$ cat config.mk
export PLATFORM = sky130hd
export DESIGN_NAME = arduino_cmd_rx_flat
export DESIGN_NICKNAME = d
export VERILOG_FILES = /design/src/rtl/arduino_cmd_rx_if.sv /design/src/rtl/arduino_cmd_rx.sv /design/src/flat_wrapper.sv
export SDC_FILE = /design/constraint.sdc
export NUM_CORES = 1
export LEC_CHECK = 0
export ABC_CLOCK_PERIOD_IN_PS = 1900
export CORE_UTILIZATION = 49
export CTS_CLUSTER_DIAMETER = 80
export DETAILED_ROUTE_END_ITERATION = 8
export GPL_ROUTABILITY_DRIVEN = 0
export PLACE_DENSITY = 0.8
export SLEW_MARGIN = 20
export SYNTH_ARGS = -nofsm -noshare
export SYNTH_HDL_FRONTEND = slang
export SYNTH_SLANG_ARGS = --single-unit
$ cat constraint.sdc
create_clock -name clk -period 1.9 [get_ports clk]
set_input_delay 0.38 -clock clk [delete_from_list [all_inputs] [get_ports clk]]
set_output_delay 0.38 -clock clk [all_outputs]
set_load 0.1 [all_outputs]
$ cat src/rtl/arduino_cmd_rx_if.sv
// Host-side byte bus, PWM commit pulse and the register outputs that feed the PWM stage.
// The master modport is the host/PWM side; the slave modport is the command receiver.
interface arduino_cmd_rx_if;
    logic [7:0] data_in;
    logic       wr_strobe;
    logic       update_en;
    logic [7:0] duty;
    logic [7:0] max_value;
    logic       pwm_enable;
    logic       ack;
    logic       err;

    modport master (
        output data_in, wr_strobe, update_en,
        input  duty, max_value, pwm_enable, ack, err
    );

    modport slave (
        input  data_in, wr_strobe, update_en,
        output duty, max_value, pwm_enable, ack, err
    );
endinterface

$ cat src/rtl/arduino_cmd_rx.sv
// Receives two-byte (header, data) write frames from the Arduino parallel bus and
// drives the PWM duty/max_value through shadow registers committed at period end.
module arduino_cmd_rx #(
    parameter int TIMEOUT = 1000000,
    parameter int TO_W    = 20
) (
    input  logic             clk,
    input  logic             rst_n,
    arduino_cmd_rx_if.slave  bus
);
    localparam logic [0:0] IDLE = 1'b0;
    localparam logic [0:0] ADDR = 1'b1;

    logic            s1, s2, s3;
    logic            byte_evt;
    logic [0:0]      state;
    logic [1:0]      addr;
    logic [TO_W-1:0] to_cnt;
    logic [7:0]      stg_duty, stg_max, ctrl;
    logic [7:0]      duty_q, max_q;
    logic            ack_q, err_q;
    logic            unused_ctrl;

    assign byte_evt = s2 & ~s3;

    always_ff @(posedge clk or negedge rst_n) begin
        if (!rst_n) begin
            s1 <= 1'b0;
            s2 <= 1'b0;
            s3 <= 1'b0;
        end else begin
            s1 <= bus.wr_strobe;
            s2 <= s1;
            s3 <= s2;
        end
    end

    // Non-blocking reads here see the staged value from before any same-edge write.
    always_ff @(posedge clk or negedge rst_n) begin
        if (!rst_n) begin
            duty_q <= 8'h00;
            max_q  <= 8'hFF;
        end else if (bus.update_en) begin
            duty_q <= stg_duty;
            max_q  <= stg_max;
        end
    end

    always_ff @(posedge clk or negedge rst_n) begin
        if (!rst_n) begin
            state    <= IDLE;
            addr     <= 2'd0;
            to_cnt   <= '0;
            stg_duty <= 8'h00;
            stg_max  <= 8'hFF;
            ctrl     <= 8'h00;
            ack_q    <= 1'b0;
            err_q    <= 1'b0;
        end else begin
            case (state)
                IDLE: begin
                    if (byte_evt) begin
                        if (bus.data_in[7]) begin
                            addr   <= bus.data_in[1:0];
                            to_cnt <= '0;
                            state  <= ADDR;
                        end else begin
                            err_q <= 1'b1;
                        end
                    end
                end
                ADDR: begin
                    // A data byte on the expiry cycle wins over the timeout.
                    if (byte_evt) begin
                        case (addr)
                            2'd0:    stg_duty <= bus.data_in;
                            2'd1:    stg_max  <= bus.data_in;
                            2'd2:    ctrl     <= bus.data_in;
                            default: err_q    <= 1'b0;
                        endcase
                        ack_q <= ~ack_q;
                        state <= IDLE;
                    end else if (to_cnt == TO_W'(TIMEOUT - 1)) begin
                        err_q <= 1'b1;
                        state <= IDLE;
                    end else begin
                        to_cnt <= to_cnt + 1'b1;
                    end
                end
                default: state <= IDLE;
            endcase
        end
    end

    assign unused_ctrl    = ^ctrl[7:1];
    assign bus.duty       = duty_q;
    assign bus.max_value  = max_q;
    assign bus.pwm_enable = ctrl[0];
    assign bus.ack        = ack_q;
    assign bus.err        = err_q;
endmodule

$ cat src/flat_wrapper.sv
// flat-port wrapper written by rule: the top's interface ports become plain ports
module arduino_cmd_rx_flat 
#(
    parameter int TIMEOUT = 1000000,
    parameter int TO_W    = 20
)
  (clk, rst_n, bus_data_in, bus_wr_strobe, bus_update_en, bus_duty, bus_max_value, bus_pwm_enable, bus_ack, bus_err);
  arduino_cmd_rx_if bus_i ();
  input  logic clk;
  input  logic rst_n;
  input wire logic [$bits(bus_i.data_in)-1:0] bus_data_in;
  input wire logic [$bits(bus_i.wr_strobe)-1:0] bus_wr_strobe;
  input wire logic [$bits(bus_i.update_en)-1:0] bus_update_en;
  output wire logic [$bits(bus_i.duty)-1:0] bus_duty;
  output wire logic [$bits(bus_i.max_value)-1:0] bus_max_value;
  output wire logic [$bits(bus_i.pwm_enable)-1:0] bus_pwm_enable;
  output wire logic [$bits(bus_i.ack)-1:0] bus_ack;
  output wire logic [$bits(bus_i.err)-1:0] bus_err;
  assign bus_i.data_in = bus_data_in;
  assign bus_i.wr_strobe = bus_wr_strobe;
  assign bus_i.update_en = bus_update_en;
  assign bus_duty = bus_i.duty;
  assign bus_max_value = bus_i.max_value;
  assign bus_pwm_enable = bus_i.pwm_enable;
  assign bus_ack = bus_i.ack;
  assign bus_err = bus_i.err;
  arduino_cmd_rx #(.TIMEOUT(TIMEOUT), .TO_W(TO_W)) u_core (.clk(clk), .rst_n(rst_n), .bus(bus_i));
endmodule
# --- After elaboration in Yosys (flattened, before gate mapping) ---
# Cells that the tools add are included.
word_totals:
  regBits: 61
  in_bits: 12
  out_inout_bits: 19
  word_cells: 53
classes:
  addsub: 1
  eq_ne: 10
  muxes: 16
  bitwise: 4
  reduce_logical: 9
ops:
  columns: ["op", "count"]
  rows:
  - ["2-to-1 mux 20 bit", 4]
  - ["case mux 20 bit (2 select lines)", 1]
  - ["adder 20 x 1 -> 20 bit (second input constant)", 1]
  - ["equality test 20 bit (second input constant)", 1]
  - ["AND reduction 3 bit", 4]
  - ["2-to-1 mux 1 bit", 9]
  - ["!= test 2 bit (second input constant)", 4]
  - ["AND reduction 4 bit", 2]
  - ["case mux 1 bit (2 select lines)", 2]
  - ["!= test 3 x 2 -> 1 bit (second input constant)", 1]
  - ["!= test 3 bit (second input constant)", 1]
  - ["NOT 1 bit", 3]
  - ["OR reduction 3 bit", 1]
  - ["equality test 2 x 1 -> 1 bit (second input constant)", 1]
  - ["equality test 2 bit (second input constant)", 1]
  - ["zero test 2 bit", 1]
  - ["!= test 2 x 1 -> 1 bit (second input constant)", 1]
  - ["AND reduction 2 bit", 1]
  - ["AND 1 bit", 1]

# --- Depth between registers and ports, before layout ---
depth:
  depth_word: 5
  depth_mapped: 8
  mapped_depth_nobuf: 6

# --- Worst setup path before layout ---
# No wires, ideal clock.
synth_timing:
  path_kind: "flip-flop to flip-flop"
  from: "register u_core.to_cnt[0]"
  to: "register u_core.to_cnt[18]"
  setup_time_ns: 0.076
  t_arrival_ns: 1.647
  slack_ns: 0.177
  path_stages_with_launch: 8
  period_less_slack_ns: 1.723
  cell_sequence: "dfrtp_1 ha_1 and3_1 buf_6 nand2_2 o311ai_2 or4_1 o21ai_1"
synth_via:
  elab_chain_cells: 4
  elab_cells_between_ends: 7
synth_lines:
  columns: ["element", "line_no", "source"]
  rows:
  - ["start: declaration", "arduino_cmd_rx.sv:18", "logic [TO_W-1:0] to_cnt;"]
  - ["start signal: assignment", "arduino_cmd_rx.sv:87", "to_cnt <= to_cnt + 1'b1;"]
  - ["adder 20 x 1 -> 20 bit", "arduino_cmd_rx.sv:87", null]
  - ["2-to-1 mux 20 bit", "arduino_cmd_rx.sv:83", "end else if (to_cnt == TO_W'(TIMEOUT - 1)) begin"]
  - ["2-to-1 mux 20 bit", "arduino_cmd_rx.sv:74", "if (byte_evt) begin"]
  - ["case mux 20 bit (2 select lines)", "arduino_cmd_rx.sv:60", "case (state)"]
# Parallel ways exist; a longest one is shown, timed or not. The select of a mux whose other input is x is not followed.
# A chain may end at the register's enable or synchronous reset.

# --- Worst setup path in the final report ---
layout_timing:
  from: "register u_core.to_cnt[8]"
  to: "register u_core.to_cnt[15]"
# The elaborated chain is that of the path after synthesis.

==> implementation parameters <==
Parameter                              Value

Logic synthesis
  Share of the synthesized area in the top cell type ... 39.7%
  Count of cell types in the netlist ... 50
  Count of state elements after synthesis ... 61
  Number of instances in the synthesized netlist ... 233
  Number of nets in the synthesized netlist ... 246
  Post-Syn Area per Cell ... 12.2 um^2
  Post-synth top flop ... sky130_fd_sc_hd__dfrtp_1
  Biggest area contributors in the synthesized netlist ... sky130_fd_sc_hd__dfrtp_1, sky130_fd_sc_hd__dfstp_2, sky130_fd_sc_hd__mux2_2
  Cell area after synthesis ... 2840 um^2
  Count of warnings emitted by yosys ... 0
  Largest area contributor in the netlist ... sky130_fd_sc_hd__dfrtp_1
  Proportion of register bits with asynchronous set or reset after synthesis ... 100%
  Post-synthesis sequential area ratio ... 54.5%
  EDFF count, synth ... 0

Clocking
  Clock root buffer ... sky130_fd_sc_hd__clkbuf_8
  Total clock buffers created by CTS ... 9
  Total of hold buffers inserted after clock tree synthesis ... 0
  Clock Latency Late Sink ... 340 ps
  Max clock buf depth ... 2
  Number of levels in the clock H-tree ... 3
  Clock tree from TritonCTS ... done
  Clock transition at the registers of the reported paths ... 70 ps
  Sinks on Clock Net ... 61

Critical path
  Setup slack on the worst flop-to-flop path ... 110 ps
  Cells on worst reg2reg path ... 7
  Cell at the slowest stage of the critical path ... sky130_fd_sc_hd__dfrtp_1
  Buffers plus inverters on the worst setup path ... 2
  Required time at the endpoint of the critical path ... 2120 ps
  Cell Chain, Critical Path ... nor4_2, buf_4, o2111ai_2, o31ai_4, buf_12, mux2i_1, nand2_1
  Critical path's largest stage delay ... 390 ps
  Critical path type ... reg2reg
  Critical path capture point type ... register
  Worst Path Max Fanout ... 4
  Arrival time at the worst endpoint ... 2000 ps
  Crit Reg-Reg Startpoint ... u_core.to_cnt[8]$_DFFE_PN0P_
  Capture instance of the worst register-to-register path ... u_core.to_cnt[15]$_DFFE_PN0P_
  Category of cells accounting for the largest share of critical-path delay ... compound AO/OA/AOI/OAI gates
  Critical path startpoint category ... register

Layout
  Most used cells in the layout excluding fill and tap cells ... sky130_fd_sc_hd__dfrtp_1, sky130_fd_sc_hd__buf_4, sky130_fd_sc_hd__mux2_2
  Share of the core filled with cells ... 66.7%
  Ratio of cells with drive above 1 in the final layout ... 45.3%
  P&R area growth vs syn ... 30.2%
  Nets@finish ... 304
  Final antenna diode count ... 0
  Final standard cell area without fillers ... 3690 um^2
  Leading cell type in the layout, fill and taps excluded ... sky130_fd_sc_hd__dfrtp_1

Detailed routing
  Drt via density ... 5.60
  Post-route ant nets ... 0
  Number of DRC markers in iteration 0 ... 171
  Wire length per cell after detailed routing ... 16.2 um
  # DRC ... 0
  WL final ... 5.97 mm
  Vias ... 2,062
  Detailed Routing Iterations Pass 1 ... 4

Global route
  Number of global-route vias before repair ... 2,163
  Number of antenna violations at the first check in global routing ... 0
  Aggregate global routing overflow ... 0
  Global Route Usage Sum ... 21.7%
  Largest net degree at the start of global routing ... 26
  Wire length of the first global-routing pass ... 10.1 mm

Hold path
  Worst hold-check path type ... in2async

Job
  Number of max-cap violations ... 0

Timing
  Worst hold slack across all endpoints ... 19.0 ps
  Worst clock skew ... 8.31 ps
  Number of max-slew violations in the final report ... 0
  Final Critical Period ... 1790 ps
  Max-Slew Margin vs Limit ... 63.6%
  Share of the cycle needed by the critical path after routing ... 94.0%
  Number of hold violations in the final report ... 0
  Setup repair after global routing missed its margin ... no
  Achievable Freq ... 560 MHz
  Pin slew with the least headroom to its limit ... 546 ps
  Number of setup violations in the final report ... 0

Power
  Leakage ... 1.56 nW
  Worst vdd ir ... 1560 uV
  Final Power ... 6.30 mW
  Pwr per Cell Area ... 1710 nW/um^2

Run status
  Status ... completed

Floorplanning
  Vertical die dimension ... 78.1 um
  Core Area ... 5540 um^2
  Top Ports ... 31
  Starting Density ... 51.2%
  Die width ... 78.1 um
  Die Outline Area ... 6100 um^2
  Row count ... 27

Place
  Placed wire-length estimate ... 4.13 mm
  Placed cell areas ... 3450 um^2
  Count of input and output buffers ... 30
[area by class of cell]
| class | count | area (um^2) |
|---|---|---|
| multi-input cells | 155 | 1210 |
| well taps | 72 | 90.1 |
| flip-flops and latches | 61 | 1550 |
| clock buffers | 9 | 124 |
| fillers | 405 | 1850 |
| clock inverters | 7 | 75.1 |
| repair buffers | 60 | 636 |
| inverters | 4 | 15.0 |
[synth_stat cells (all sizes together) (2+ instances only)]
cell type and instances:
a21o 2, a21oi 3, a31oi 5, and3 6
and4 2, buf 10, clkbuf 3, dfrtp 45
dfstp 16, inv 4, mux2 35, mux2i 2
nand2 20, nand2b 2, nand3 12, nand4 3
nor2 7, nor3 5, nor4 4, o211ai 4
o21a 2, o21ai 16, o31ai 7, o41ai 3
or4 2, xnor2 3
[power breakdown]
group / switching [mW] / total (mW) / internal (mW) / leakage [nW]
Combinational: 1.92 / 2.94 / 1.02 / 0.721
Sequential: 0.344 / 2.22 / 1.87 / 0.747
Clock: 0.532 / 1.14 / 0.608 / 0.0918
[sequential cells by signal, indices dropped and copies added (netlist names), 2 cells and up]
| name | count |
|---|---|
| u_core.addr | 2 |
| u_core.bus.duty | 8 |
| u_core.bus.max_value | 8 |
| u_core.stg_duty | 8 |
| u_core.stg_max | 8 |
| u_core.to_cnt | 20 |
[how the worst max path moves through the flow]
| stage | cells after the start | slack [ps] | end | from |
|---|---|---|---|---|
| after global routing | 7 | 10 | u_core.to_cnt[15]$_DFFE_PN0P_ | u_core.to_cnt[8]$_DFFE_PN0P_ |
| after CTS | 7 | 10 | u_core.to_cnt[9]$_DFFE_PN0P_ | u_core.to_cnt[8]$_DFFE_PN0P_ |
| final | 7 | 110 | u_core.to_cnt[15]$_DFFE_PN0P_ | u_core.to_cnt[8]$_DFFE_PN0P_ |
| after detailed placement | 7 | -80 | u_core.to_cnt[15]$_DFFE_PN0P_ | bus_data_in[7] |
| after global placement | 8 | -20 | u_core.to_cnt[18]$_DFFE_PN0P_ | bus_data_in[7] |
| after floorplan | 7 | 180 | u_core.to_cnt[18]$_DFFE_PN0P_ | u_core.to_cnt[0]$_DFFE_PN0P_ |
[cells by family after synthesis]
family | count (synthesis) | synth area share (%)
DFF | 61 | 54.5
AOI/OAI and AO/OA | 47 | 11.9
muxes | 37 | 14.6
buffers and inverters | 17 | 4.01
and+or+nand+nor | 67 | 13.7
xor gates and xnor gates | 3 | 0.926
adders and majority gates | 1 | 0.441
[metrics by stage]
stage          TNS [ps]  cells  setup slack [ps]
2_1_floorplan         0    233               177
3_3_place_gp      -15.3    350             -15.3
3_5_place_dp       -273    350             -78.4
4_1_cts               0    368              10.4
5_1_grt               0    368              13.4
6_report              0    368               113
[timing repair]
item | in CTS | in global routing
pin swaps | 1 | 1
hold endpoints to repair | 0 | 0
buffers inserted | 2 | 0
endpoints found under the setup margin | 1 | 22
cloned | 0 | 0
gates resized for setup | 2 | 3
[layer usage]
| metal | GRT usage [%] | wire length (um) | vias to the layer above |
|---|---|---|---|
| met5 | 0 | 0 | - |
| met4 | 10.9 | 74 | 0 |
| met3 | 4.19 | 156 | 9 |
| met2 | 34.0 | 2990 | 41 |
| met1 | 28.9 | 2740 | 1027 |
| li1 | - | - | 985 |
No activity file was read; power rests on OpenSTA's default activity.
